[src/rtl/shift_pkg.sv]
// Shared types for the shifter result path.
// Direction encoding and the packed {N, Z, C, S} flag bundle.
package shift_pkg;

  localparam int BUS_DEFAULT = 4;

  typedef enum logic {
    SHIFT_LEFT,
    SHIFT_RIGHT
  } shift_dir_t;

  typedef struct packed {
    logic n;
    logic z;
    logic c;
    logic s;
  } shift_flags_t;

endpackage

[src/rtl/shift_result_stage_if.sv]
// Handshake bundle between the shifters, the result stage and its consumer.
// The stage itself uses the slave view.
interface shift_result_stage_if #(
  parameter int BUS = 4
);
  import shift_pkg::*;

  logic           in_valid;
  logic           in_ready;
  logic           dir;
  logic [BUS-1:0] a;
  logic [BUS-1:0] b;
  logic [BUS-1:0] y;
  logic           out_valid;
  logic           out_ready;
  logic [BUS-1:0] out_y;
  shift_flags_t   out_flags;

  modport master (
    output in_valid, dir, a, b, y, out_ready,
    input  in_ready, out_valid, out_y, out_flags
  );

  modport slave (
    input  in_valid, dir, a, b, y, out_ready,
    output in_ready, out_valid, out_y, out_flags
  );

endinterface

[src/rtl/shift_flags.sv]
// Status flags for a logical shift: negative, zero, last bit out, saturated.
// Purely combinational so the ALU flag logic can reuse it.
module shift_flags
  import shift_pkg::*;
#(
  parameter int BUS = BUS_DEFAULT
) (
  input  logic [BUS-1:0] a,
  input  logic [BUS-1:0] b,
  input  logic [BUS-1:0] y,
  input  shift_dir_t     dir,
  output shift_flags_t   flags
);

  localparam logic [BUS:0] BUS_W = (BUS+1)'(BUS);

  logic         sat;
  logic         carry;
  logic [BUS:0] lsh;
  logic [BUS:0] rsh;

  // Guard bit catches a[BUS-b] (left) or a[b-1] (right); b==0 yields 0.
  assign lsh   = {1'b0, a} << b;
  assign rsh   = {a, 1'b0} >> b;
  assign sat   = ({1'b0, b} >= BUS_W);
  assign carry = !sat && ((dir == SHIFT_LEFT) ? lsh[BUS] : rsh[0]);

  assign flags.n = y[BUS-1];
  assign flags.z = (y == '0);
  assign flags.c = carry;
  assign flags.s = sat;

endmodule

[src/rtl/shift_result_stage.sv]
// Registered shifter result stage: 2-entry FIFO of {y, flags}.
// in_ready depends only on the registered occupancy.
module shift_result_stage
  import shift_pkg::*;
#(
  parameter int BUS = BUS_DEFAULT
) (
  input logic                 clk,
  input logic                 rst_n,
  shift_result_stage_if.slave io
);

  typedef struct packed {
    logic [BUS-1:0] y;
    shift_flags_t   f;
  } entry_t;

  entry_t       mem [2];
  logic [1:0]   count;
  logic         wptr;
  logic         rptr;
  logic         push;
  logic         pop;
  shift_flags_t new_f;

  shift_flags #(
    .BUS(BUS)
  ) u_flags (
    .a    (io.a),
    .b    (io.b),
    .y    (io.y),
    .dir  (shift_dir_t'(io.dir)),
    .flags(new_f)
  );

  assign io.in_ready  = (count != 2'd2);
  assign io.out_valid = (count != 2'd0);

  assign push = io.in_valid && io.in_ready;
  assign pop  = io.out_valid && io.out_ready;

  always_ff @(posedge clk or negedge rst_n) begin
    if (!rst_n) begin
      count  <= 2'd0;
      wptr   <= 1'b0;
      rptr   <= 1'b0;
      mem[0] <= '0;
      mem[1] <= '0;
    end else begin
      if (push) begin
        mem[wptr] <= '{y: io.y, f: new_f};
        wptr      <= ~wptr;
      end
      if (pop) begin
        rptr <= ~rptr;
      end
      case ({push, pop})
        2'b10:   count <= count + 2'd1;
        2'b01:   count <= count - 2'd1;
        default: count <= count;
      endcase
    end
  end

  assign io.out_y     = io.out_valid ? mem[rptr].y : '0;
  assign io.out_flags = io.out_valid ? mem[rptr].f : '0;

endmodule
[src/flat_wrapper.sv]
// flat-port wrapper written by rule: the top's interface ports become plain ports
module shift_result_stage_flat import shift_pkg::*;
#(
  parameter int BUS = BUS_DEFAULT
)
  (clk, rst_n, io_in_valid, io_dir, io_a, io_b, io_y, io_out_ready, io_in_ready, io_out_valid, io_out_y, io_out_flags);
  shift_result_stage_if #(.BUS(BUS)) io_i ();
  input logic clk;
  input logic rst_n;
  input wire logic [$bits(io_i.in_valid)-1:0] io_in_valid;
  input wire logic [$bits(io_i.dir)-1:0] io_dir;
  input wire logic [$bits(io_i.a)-1:0] io_a;
  input wire logic [$bits(io_i.b)-1:0] io_b;
  input wire logic [$bits(io_i.y)-1:0] io_y;
  input wire logic [$bits(io_i.out_ready)-1:0] io_out_ready;
  output wire logic [$bits(io_i.in_ready)-1:0] io_in_ready;
  output wire logic [$bits(io_i.out_valid)-1:0] io_out_valid;
  output wire logic [$bits(io_i.out_y)-1:0] io_out_y;
  output wire logic [$bits(io_i.out_flags)-1:0] io_out_flags;
  assign io_i.in_valid = io_in_valid;
  assign io_i.dir = io_dir;
  assign io_i.a = io_a;
  assign io_i.b = io_b;
  assign io_i.y = io_y;
  assign io_i.out_ready = io_out_ready;
  assign io_in_ready = io_i.in_ready;
  assign io_out_valid = io_i.out_valid;
  assign io_out_y = io_i.out_y;
  assign io_out_flags = io_i.out_flags;
  shift_result_stage #(.BUS(BUS)) u_core (.clk(clk), .rst_n(rst_n), .io(io_i));
endmodule
[config.mk]
export PLATFORM = sky130hd
export DESIGN_NAME = shift_result_stage_flat
export DESIGN_NICKNAME = d
export VERILOG_FILES = /design/src/rtl/shift_pkg.sv /design/src/rtl/shift_result_stage_if.sv /design/src/rtl/shift_flags.sv /design/src/rtl/shift_result_stage.sv /design/src/flat_wrapper.sv
export SDC_FILE = /design/constraint.sdc
export NUM_CORES = 1
export LEC_CHECK = 0
export ABC_AREA = 1
export CAP_MARGIN = 20
export CORE_MARGIN = 5
export CORE_UTILIZATION = 42
export CTS_CLUSTER_DIAMETER = 80
export DETAILED_ROUTE_END_ITERATION = 10
export PLACE_DENSITY = 0.76
export SLEW_MARGIN = 5
export SYNTH_ARGS = -nofsm -noshare
export SYNTH_HDL_FRONTEND = slang
export SYNTH_SLANG_ARGS = --single-unit
[constraint.sdc]
create_clock -name clk -period 1.6 [get_ports clk]
set_input_delay 0.24 -clock clk [delete_from_list [all_inputs] [get_ports clk]]
set_output_delay 0.24 -clock clk [all_outputs]
set_load 0.05 [all_outputs]
Word-level counts from Yosys, hierarchy flattened. Index checks and enable logic that the tools add are counted.

Logic and storage cells: 46. Bits in registers: 20. Bits of input ports: 17.

Magnitude comparators: 4. Shift operators: 2. Reduce and logical (&&, ||, !) cells: 8. Bitwise logic cells: 4. Add/sub/neg operators: 2. Eq/ne operators: 3. Multiplexer cells: 10.

Operators with widths (count): $mux W8 (4); $bwmux W16 (1); $demux W8 S1 (1); $mux W4 (2); $shl A4 B4 Y5 (1); $shr A5 B4 Y1 (1); $ge A2 B2 Y1 const B (2); $ge A4 B3 Y1 const B (1); $logic_and A1 B1 Y1 (4); $logic_not A4 Y1 (1); $not A1 Y2 (2); $pmux W2 S2 (1); $reduce_bool A2 Y1 (2); $add A2 B1 Y2 const B (1); $eq A2 B1 Y1 const B (1); $eq A2 B2 Y1 const B (1); $lt A2 B1 Y1 const B (1); $ne A2 B2 Y1 const B (1); $not A1 Y1 (2); $sub A2 B1 Y2 const B (1); $logic_not A1 Y1 (1); $mux W1 (1).

Longest topological paths before layout.
Depth in word-level cells: 6. Mapped depth: 8.

Modules after synthesis. From an unflattened synthesis, not the netlist that was laid out.

Cell total of the unflattened synthesis: 151. Area, all modules: 1138.6 sq um.

By module, submodules not included: shift_result_stage (cells each 126, area an instance 1023.5 sq um, seq. area each 500.5 sq um, times used 1); shift_flags (cells each 25, area an instance 115.1 sq um, seq. area each 0.0 sq um, times used 1).

Worst setup path after synthesis. No wires, ideal clock.

Kind: register to output. Start: reg u_core.rptr. End: out io_out_y[3]. Data arrival time: 1878 ps. Cell stages (with the launch flop): 6. Path buffers: 2. Setup slack: -518 ps. Cell sequence: dfrtp_1 clkbuf_1 inv_1 nand2_1 a21oi_1 buf_4.

Longest elaborated chain between the ends: 5.

Ends and longest elaborated chain: start, declared (RTL line shift_result_stage.sv:21) `logic rptr;`; start signal, assigned (RTL line shift_result_stage.sv:55) `rptr <= ~rptr;`; $not A1 Y2 (implied by the code) (RTL line shift_result_stage.sv:65) `assign io.out_y = io.out_valid ? mem[rptr].y : '0;`; $mux W8 (implied by the code) (3 in a row) (RTL line shift_result_stage.sv:65); $mux W4 (RTL line shift_result_stage.sv:65); end, declared (RTL line flat_wrapper.sv:18) `output wire logic [$bits(io_i.out_y)-1:0] io_out_y;`.

No other way between the ends. The select of a mux whose other input is x is not followed.

Worst setup path after layout.
Start: reg u_core.count[1]. End: out io_out_flags[3].

Longest elaborated chain between the ends: 2.

Ends and longest elaborated chain: start, declared (RTL line shift_result_stage.sv:19) `logic [1:0] count;`; start signal, assigned (RTL line shift_result_stage.sv:58) `2'b10: count <= count + 2'd1;`; start signal, assigned (RTL line shift_result_stage.sv:59) `2'b01: count <= count - 2'd1;`; start signal, assigned (RTL line shift_result_stage.sv:60) `default: count <= count;`; $reduce_bool A2 Y1 (RTL line shift_result_stage.sv:37) `assign io.out_valid = (count != 2'd0);`; $mux W4 (RTL line shift_result_stage.sv:66) `assign io.out_flags = io.out_valid ? mem[rptr].f : '0;`; end, declared (RTL line flat_wrapper.sv:19) `output wire logic [$bits(io_i.out_flags)-1:0] io_out_flags;`.

No other way between the ends.

==> metrics.cfg <==
[yosys]
synthTopCellsByArea=dfrtp_1, nand2_1, o21ai_2
yosysTopAreaCell=dfrtp_1
netlist-cell-type-count=21
ys_async_sr_fraction_pct=100
post-synth-top-area-fraction_pct=46.2
syn-cell-area_um2=976
synth_flop_cell=dfrtp_1
synth_edf_count=0
syn-num-nets=137
syn_inst=119
syn_avg_cell_area_um2=8.20
ys_seq_area_share_pct=46.2
ys_ff_latch=18
yosysWarnings=0

[critical_path]
reg2reg_from=u_core.count[1]
crit_cells=4
path_class=reg -> out
arrival_ns=1.30
slowest_delay_ns=0.44
endpoint_kind=output pin
r2r-end=u_core.count[1]
reg2reg_depth=7
path_cells=nor2_4 > buf_4 > a21oi_4 > buf_12
crit_end=io_out_flags[3]
startpoint=u_core.count[1]
start_kind=flip-flop
cp_max_fo=4
r2r_slack_ns=0.11
crit_buf_inv=2
crit_required_ns=1.36
critical-path-top-delay-family=flip-flops
critical-path-slowest-cell=dfrtp_2

[place]
port_buffers=26
gp_congestion=0.774
placed_area_um2=1470
dpl.hpwl_um=1700

[global_route]
antenna_found_initial=0
grt_pass1_wl_um=3840
grt_pass1_vias=947
grtUsageTotal_pct=14.3
grt.overflow.total=0
grt_max_degree=19

[pwr]
power_switching_uw=1570
internal-power_uw=1880
power_leakage_uw=0.000733
p_per_area_nw_per_um2=2200
seqPwrFrac_pct=23.6
p_comb_share_pct=68.4
clockPowerShare_pct=8.0
power_switching_share_pct=45.5
peakVddDrop_mv=1.23

[drt]
routedWlPerCell_um=11.5
remaining_drc_errors=0
drt-pass1-iter-count=4
vias=905
drt_wl_total_um=2150
ant_nets=0
vias_per_cell=4.87
drt-initial-drc-count=21

[timing]
worst_pin_slew_ns=0.272
finalCritPeriodShare_pct=96.3
grt_setup_unrepaired=true
slew_violations=0
fin_setup_tns_ns=0
fin_crit_ns=1.54
fmax_ghz=0.649
slew_headroom_pct=81.8
hold_viol=0
fin_skew_ns=0.00442
setup_viol=0

[clocking]
clk_pin_slew_ns=0.11
numCtsBuffers=3
cts.sinks=18
clockBufferDepth=2
cts-root-buf=clkbuf_4
h-tree-depth=1
cts_tree=built
worstSkewPairLatency_ns=0.28
cts_hold_buf=0

[layout]
layout.nets=177
antennaDiodeCount=0
drive_above_1_share_pct=39.9
design_area_um2=1570
syn_to_final_growth_pct=60.5
final_util_pct=70.8

[floorplanning]
die_h_um=58.2
placementRows=17
num_io_pins=27
initial_core_util_pct=44.1
die_area_um2=3390
core_area_um2=2210
dieWidth_um=58.2

[min_path]
hold_class=in -> async

[flow_run]
maxCapViolCount=0

[outcome]
status=completed

## synthesized netlist by cell type (2+ instances only)
library cell and number:
nand2_1 36, a21oi_2 2, dfrtp_1 18, nand3_1 8
inv_1 16, o21ai_2 10, xnor2_1 2, buf_6 2
nand2_2 2, a21oi_1 8, o21ai_0 2, nor2_1 4
## logic make-up (layout without fill, tap and decap cells)
logic type               Yosys count  after routing  synth area share, %
buffers and inverters             21             60                 10.0
flip-flops                        18             18                 46.2
adder cells (fa/ha/maj)            1              1                 1.28
XOR/XNOR                           3              3                 2.69
AND/OR/NAND/NOR                   53             53                 22.8
AO/OA/AOI/OAI                     23             23                 17.1
## per-layer routing
layer / routed length, um / track usage, % / vias to the layer above
met5: 0 / 0 / -
li1: - / - / 455
met1: 894 / 17.2 / 429
met3: 68 / 2.67 / 2
met2: 1160 / 26.1 / 19
met4: 22 / 2.98 / 0
## worst min path at each step
stage                         startpoint  cells after the start               to
after global routing               rst_n                      2   u_core.mem[10]
after floorplan                    rst_n                      0  u_core.count[0]
final                              rst_n                      2   u_core.mem[10]
after global placement     u_core.mem[9]                      2    u_core.mem[9]
after detailed placement  u_core.mem[11]                      2   u_core.mem[11]
after CTS                          rst_n                      2   u_core.mem[10]
## stage by stage
stage	hold slack (ns)	instances	setup WS, ns	total power (uW)
after global placement	0.466	179	-0.0540	2970
after floorplan	-0.0556	119	-0.0709	2110
after CTS	0.268	186	0.00754	3380
final	0.262	186	0.0591	3450
after global routing	0.251	186	-0.0439	3670
after detailed placement	0.470	179	-0.108	3010
## power groups by stage
stage                     Sequential [uW]  Clock, uW  Combinational (uW)
after global placement                821          0                2150
final                                 815        276                2360
after floorplan                       774          0                1340
after CTS                             801        286                2300
after detailed placement              829          0                2180
after global routing                  844        318                2510
## area by class of cell
type	instances	area (um^2)
Timing Repair Buffer	39	462
Fill cell	177	646
Multi-Input combinational cell	80	509
Inverter	17	70.1
Clock buffer	4	36.3
Sequential cell	18	454
Tap cell	28	35.0
## timing repair
| item | 4_1_cts | 5_1_grt |
|---|---|---|
| pin swaps | 2 | 4 |
| endpoints found under the setup margin | 8 | 8 |
| setup buffers | 3 | 0 |
| endpoints found under the hold margin | 0 | 0 |
| resized for setup | 7 | 8 |
## state kept, by name (all words and copies together), names as in the netlist
signal        cells
u_core.mem       14
u_core.count      2
u_core.rptr       1
u_core.wptr       1
## placed cells by master, fill, tap and decap left out, types with 4 or more instances in the layout
cell	instances
dfrtp_1	15
inv_1	14
nand2_1	33
clkdlybuf4s50_1	16
buf_12	10
a21oi_2	8
o21ai_2	11
nand3_1	8
nand2_2	4
buf_4	12
Note: power is estimated with default switching activity, not from simulation.
